==> src/rtl/hacd_reg2axil_master.sv <==
// Bridges a simple single-word register request port onto a 64-bit AXI-lite master.
// One transaction in flight; 32-bit words are steered onto the 64-bit bus by address bit 2.
module hacd_reg2axil_master #(
    parameter logic [63:0] HacdBase = 64'h000000fff5100000
) (
    input  logic        clk_i,
    input  logic        rst_ni,
    input  logic        req_valid_i,
    input  logic        req_write_i,
    input  logic [31:0] req_addr_i,
    input  logic [31:0] req_wdata_i,
    input  logic [3:0]  req_wstrb_i,
    output logic        resp_ready_o,
    output logic [31:0] resp_rdata_o,
    output logic        resp_error_o,
    output logic [63:0] m_axi_awaddr,
    output logic        m_axi_awvalid,
    input  logic        m_axi_awready,
    output logic [63:0] m_axi_wdata,
    output logic [7:0]  m_axi_wstrb,
    output logic        m_axi_wvalid,
    input  logic        m_axi_wready,
    input  logic [1:0]  m_axi_bresp,
    input  logic        m_axi_bvalid,
    output logic        m_axi_bready,
    output logic [63:0] m_axi_araddr,
    output logic        m_axi_arvalid,
    input  logic        m_axi_arready,
    input  logic [63:0] m_axi_rdata,
    input  logic [1:0]  m_axi_rresp,
    input  logic        m_axi_rvalid,
    output logic        m_axi_rready
);

    typedef enum logic [2:0] {
        IDLE,
        WR_REQ,
        WR_RESP,
        RD_REQ,
        RD_DATA,
        RESP
    } state_t;

    state_t      state_q, state_d;
    logic [63:0] addr_q;
    logic [31:0] wdata_q;
    logic [7:0]  wstrb_q;
    logic        sel_hi_q;
    logic        awvalid_q, wvalid_q, arvalid_q;
    logic [31:0] rdata_q;
    logic        error_q;

    logic        accept;
    logic        aw_done, w_done;
    logic [63:0] req_axi_addr;
    logic        unused_addr_bits;

    assign accept           = (state_q == IDLE) && req_valid_i;
    assign req_axi_addr     = HacdBase + {32'b0, req_addr_i[31:2], 2'b00};
    assign unused_addr_bits = ^req_addr_i[1:0];

    // A channel counts as done once its valid has already dropped or is handshaking now.
    assign aw_done = !awvalid_q || m_axi_awready;
    assign w_done  = !wvalid_q  || m_axi_wready;

    always_ff @(posedge clk_i or negedge rst_ni) begin
        if (!rst_ni) begin
            state_q <= IDLE;
        end else begin
            // NOTE: non-blocking assignment so every register samples pre-edge values.
            state_q <= state_d;
        end
    end

    always_comb begin
        // NOTE: default first, so no path through the case leaves state_d unassigned (no latch).
        state_d = state_q;
        case (state_q)
            IDLE:    if (req_valid_i) state_d = req_write_i ? WR_REQ : RD_REQ;
            WR_REQ:  if (aw_done && w_done) state_d = WR_RESP;
            WR_RESP: if (m_axi_bvalid) state_d = RESP;
            RD_REQ:  if (m_axi_arready) state_d = RD_DATA;
            RD_DATA: if (m_axi_rvalid) state_d = RESP;
            RESP:    state_d = IDLE;
            default: state_d = IDLE;
        endcase
    end

    always_ff @(posedge clk_i or negedge rst_ni) begin
        if (!rst_ni) begin
            addr_q    <= '0;
            wdata_q   <= '0;
            wstrb_q   <= '0;
            sel_hi_q  <= 1'b0;
            awvalid_q <= 1'b0;
            wvalid_q  <= 1'b0;
            arvalid_q <= 1'b0;
            rdata_q   <= '0;
            error_q   <= 1'b0;
        end else begin
            if (accept) begin
                addr_q    <= req_axi_addr;
                wdata_q   <= req_wdata_i;
                wstrb_q   <= req_addr_i[2] ? {req_wstrb_i, 4'b0} : {4'b0, req_wstrb_i};
                sel_hi_q  <= req_addr_i[2];
                awvalid_q <= req_write_i;
                wvalid_q  <= req_write_i;
                arvalid_q <= !req_write_i;
            end
            if (awvalid_q && m_axi_awready) awvalid_q <= 1'b0;
            if (wvalid_q && m_axi_wready)   wvalid_q  <= 1'b0;
            if (arvalid_q && m_axi_arready) arvalid_q <= 1'b0;
            if (state_q == WR_RESP && m_axi_bvalid) begin
                error_q <= (m_axi_bresp != 2'b00);
            end
            if (state_q == RD_DATA && m_axi_rvalid) begin
                error_q <= (m_axi_rresp != 2'b00);
                rdata_q <= sel_hi_q ? m_axi_rdata[63:32] : m_axi_rdata[31:0];
            end
        end
    end

    assign m_axi_awaddr  = addr_q;
    assign m_axi_araddr  = addr_q;
    assign m_axi_awvalid = awvalid_q;
    assign m_axi_wvalid  = wvalid_q;
    assign m_axi_arvalid = arvalid_q;
    assign m_axi_wdata   = {wdata_q, wdata_q};
    assign m_axi_wstrb   = wstrb_q;
    assign m_axi_bready  = (state_q == WR_RESP);
    assign m_axi_rready  = (state_q == RD_DATA);
    assign resp_ready_o  = (state_q == RESP);
    assign resp_rdata_o  = rdata_q;
    assign resp_error_o  = error_q;

endmodule

==> config.mk <==
export PLATFORM = sky130hd
export DESIGN_NAME = hacd_reg2axil_master
export DESIGN_NICKNAME = d
export VERILOG_FILES = /design/src/rtl/hacd_reg2axil_master.sv
export SDC_FILE = /design/constraint.sdc
export NUM_CORES = 1
export LEC_CHECK = 0
export BUFFER_PORTS_ARGS = -buffer_cell sky130_fd_sc_hd__buf_2
export CAP_MARGIN = 0
export CORE_AREA = 8 8 142 144
export CTS_CLUSTER_SIZE = 8
export DETAILED_ROUTE_END_ITERATION = 16
export DIE_AREA = 0 0 150 152
export PLACE_DENSITY = 0.66
export RECOVER_POWER = 100
export SETUP_SLACK_MARGIN = 0.4
export SLEW_MARGIN = 20
export SYNTH_ARGS = -nofsm -noshare
export SYNTH_HDL_FRONTEND = slang
export SYNTH_SLANG_ARGS = --single-unit
==> constraint.sdc <==
create_clock -name clk_i -period 2.3 [get_ports clk_i]
set_clock_uncertainty 0.1 [all_clocks]
set_input_delay 0.345 -clock clk_i [delete_from_list [all_inputs] [get_ports clk_i]]
set_output_delay 0.345 -clock clk_i [all_outputs]
set_load 0.05 [all_outputs]
======== Word-level counts from Yosys, hierarchy flattened ========
Index checks and enable logic that the tools add are counted.
operators by class
  add/subtract/negate cells ............... 1
  eq/ne operators ......................... 10
  multiplexer cells ....................... 16
  reductions and logical operators ........ 20
operators by type and width
  kind                      count
  $add A40 B32 Y41 const A  1
  $mux W32                  1
  $mux W3                   5
  $pmux W3 S5               1
  $reduce_bool A2 Y1        6
  $ne A2 B2 Y1 const B      5
  $mux W8                   1
  $logic_and A1 B1 Y1       7
  $mux W1                   7
  $eq A3 B2 Y1 const B      2
  $eq A3 B3 Y1 const B      2
  $reduce_and A5 Y1         1
  $eq A3 B1 Y1 const B      1
  $logic_not A1 Y1          3
  $logic_not A3 Y1          1
  $logic_or A1 B1 Y1        2
  $mux W2                   1
word-level totals
  flip-flop bits (word level) ............. 144
  input port bits ......................... 145
  output and inout bits ................... 239
  logic and storage cells ................. 57

======== Depth between registers and ports, before layout ========
  word-level depth ........................ 5
  depth in mapped cells ................... 7

======== Least setup slack after synthesis ========
OpenSTA, ideal clock, no wires.
  path kind ............................... register to register
  from .................................... register state_q[0]
  to ...................................... register rdata_q[0], in the netlist resp_rdata_o[0]
  library setup time ...................... 0.126 ns
  data arrival time ....................... 2.466 ns
  data required time ...................... 2.074 ns
  setup slack ............................. -0.391 ns
  cell stages (with the launch flop) ...... 7
  clock period less this slack ............ 2.691 ns
  cells stage by stage .................... dfrtp_1 buf_2 nor3b_1 and2_1 buf_4 buf_2 a21oi_1
on the way
  longest elaborated chain between the ends .. 2
ends and longest elaborated chain
  what                    line  text
  from (decl)             44    state_t state_q, state_d;
  from (signal assigned)  71    state_q <= state_d;
  $eq A3 B3 Y1            -
  net m_axi_rready        32    output logic m_axi_rready
  $logic_and A1 B1 Y1     116   if (state_q == RD_DATA && m_axi_rvalid) begin
  to (signal assigned)    118   rdata_q <= sel_hi_q ? m_axi_rdata[63:32] : m_axi_rdata[31:0];
  to (decl)               50    logic [31:0] rdata_q;
The timed path passes the listed nets, and every way through them passes these cells.
A chain may end at the register's enable or synchronous reset.

======== Worst setup path in the final report ========
  from .................................... register state_q[0]
  to ...................................... output m_axi_rready
on the way
  longest elaborated chain between the ends .. 1
ends and longest elaborated chain
  what          line  text
  $eq A3 B3 Y1  131   assign m_axi_rready = (state_q == RD_DATA);
  to (decl)     32
Every way passes these cells.

==> metrics.txt <==
total core area=0.0178 mm^2; area leader, netlist=dfrtp_1; first-pass GRT wire length=26,900 um; synthesized area=0.00597 mm^2; Synth top cells by count=203 x nand2_1, 125 x buf_4, 118 x dfrtp_1; synth warn=0; hpwl dp=13,600 um; clk_lat worst skew=0.40 ns; worst hold path class=in -> reg; # DRC=0; post-layout util=0.426; CTS root buf=clkbuf_16; post-synthesis sequential area ratio=0.495; drt total wl=17,600 um; crit path launch type=register; async set or reset register ratio after synthesis=1.00; DR WL/cell=15.2 um; CTS Buf Count=17; Synth cell types=40; fmax=490 MHz; CTS tree=yes; die height=152 um; total vias in the final route=4,936; Final Max Tran Viols=0; WP data arrival=1.60 ns; setup violators final=0; Worst path max stage delay=0.43 ns; GPL Wtd Cong=0.798; Max Fanout on Critical Path=10; Ports=384; synthesized area per cell=9.19 um^2; dominant cells by area after synthesis=dfrtp_1 49%, buf_4 16%, nand2_1 13%; initial core utilization=0.336; full die area=0.0228 mm^2; Detailed Routing Iterations Pass 1=4; cells along the critical path=buf_6 > nor3b_1 > buf_6; Die Width=150 um; clk slew on worst S/H paths=0.06 ns; slowest cell on the critical path=nor3b_1; cell mode on critical path=buf_6; cell family with most CP delay=simple AND/OR/NAND/NOR gates; Most used DFF post-synth=dfrtp_1; GRT Util Overall=0.149; Post-Place Setup Slack=0.410 ns; clock sink count=118; worst-case clock buffer depth=2; Worst Tran Pin Value=0.672 ns; Reg2Reg Setup Slack=0.29 ns; Tmin final=2.04 ns; setup tns final=0 ns; Seq cells post-synth=118; via/cell ratio=4.28; Final ANT Viol Nets=0; RSZ-0062 raised after global routing=true; WP data required=1.86 ns; Post-synth EDFFs=0; H-tree levels=4; antenna cells=0; row cnt=49; status=finished, final reports clean; final cycle utilization of the critical path=0.887; largest net degree at the start of global routing=119; layout cells sized above 1=0.215; nets@finish=1,058; count leader, synth=nand2_1; max_slew headroom=0.554; # port buffers=331; Cells after Synth=649; CP Capture Type=primary output; buffer and inverter count on the worst path=2; Iter 0 DRT Violations=218; Yosys top cell area share=0.495; maxcap violations=0; Layout area overhead=26.9%; Hold Fails Final Rpt=0; residual overflow from global routing=0; worst setup margin=0.260 ns; initial antenna violation count=0; Critical Setup Path Class=reg -> out; vias in the first global route=5,258
-- path summary, 6_finish.rpt --
| kind | from | to | cells after the start |
|---|---|---|---|
| min in group asynchronous | rst_ni | wdata_q[4]$_DFFE_PN0P_ | 3 |
| min reg2reg | m_axi_wstrb[4]$_DFFE_PN0P_ | m_axi_wstrb[4]$_DFFE_PN0P_ | 2 |
| max in group asynchronous | rst_ni | m_axi_araddr[2]$_DFFE_PN0P_ | 3 |
| max | state_q[0]$_DFFE_PN0P_ | m_axi_rready | 3 |
| min | req_addr_i[15] | m_axi_araddr[15]$_DFFE_PN0P_ | 3 |
| max reg2reg | state_q[0]$_DFFE_PN0P_ | m_axi_wvalid$_DFFE_PN0P_ | 4 |
-- cells by family (layout without fill, tap and decap cells) --
group | after synthesis | in the layout | synth area share
and+or+nand+nor | 274 | 274 | 0.192
muxes | 35 | 35 | 0.0587
AOI/OAI and AO/OA | 60 | 60 | 0.0587
xor gates and xnor gates | 7 | 7 | 0.0103
DFF | 118 | 118 | 0.495
buffers and inverters | 153 | 380 | 0.183
adders and majority gates | 1 | 1 | 0.00210
other | 1 | 50 | 0.000628
-- worst min-delay path: cells and delay by family --
kind,cells,cell delay (ns)
buffers and inverters,1,0.07
AND/OR/NAND/NOR,2,0.08
-- final cells by class --
class | instances | area (um^2)
multi-input combinational | 427 | 2110
timing repair buffer | 347 | 1600
sequential | 118 | 2950
inverter | 1 | 3.75
clock inverter | 13 | 169
clock buffer | 19 | 453
fill | 1855 | 10200
tap | 229 | 287
-- layer usage --
metal  GRT usage  vias to the layer above  wire length [um]
met5           0                        -                 0
met4      0.0524                        0               274
met3      0.0386                       22              1340
met2       0.271                      217              9210
met1       0.161                     2254              6720
li1            -                     2443                 -
-- stage by stage --
stage	cells	instance area [um^2]	hold WS [ns]
after CTS	1152	7820	0.00155
after global routing	1154	7570	0.0127
after detailed placement	1119	7170	0.351
final	1154	7570	0.0201
after global placement	1119	7170	0.346
after floorplan	698	6180	-0.0506
-- state kept, by name, summed over array words and instances (netlist names) --
signal         count
m_axi_araddr      39
resp_rdata_o      32
wdata_q           32
m_axi_wstrb        8
state_q            3
m_axi_arvalid      1
m_axi_awvalid      1
m_axi_wvalid       1
resp_error_o       1
-- placed cells by master, fill, tap and decap left out, types with 2 or more instances in the layout --
cell type | synthesis | routed
o21ai_0 | 10 | 10
nand3b_1 | 5 | 5
inv_6 | 0 | 4
and3_1 | 2 | 2
xnor2_1 | 6 | 6
dfrtp_1 | 118 | 117
bufinv_16 | 0 | 3
buf_12 | 0 | 3
clkbuf_1 | 9 | 186
conb_1 | 1 | 50
clkbuf_2 | 0 | 3
mux2i_1 | 35 | 35
nand3_1 | 10 | 10
nand2_1 | 203 | 203
nand2b_1 | 6 | 6
buf_6 | 4 | 4
buf_2 | 14 | 142
nor2_1 | 37 | 37
clkbuf_8 | 0 | 2
clkbuf_16 | 0 | 17
clkinvlp_4 | 0 | 4
a21oi_1 | 37 | 37
buf_4 | 125 | 8
a311o_1 | 2 | 2
-- timing repair --
action	CTS	global route
setup buffers	0	2
endpoints found under the setup margin	3	7
hold buffers	1	0
resized for setup	5	4
pin swaps	0	2
hold endpoints to repair	118	0
Power is left out: the tool's default activity adds up to more than one toggle a clock period on the data nets, which glitch-free logic cannot reach.
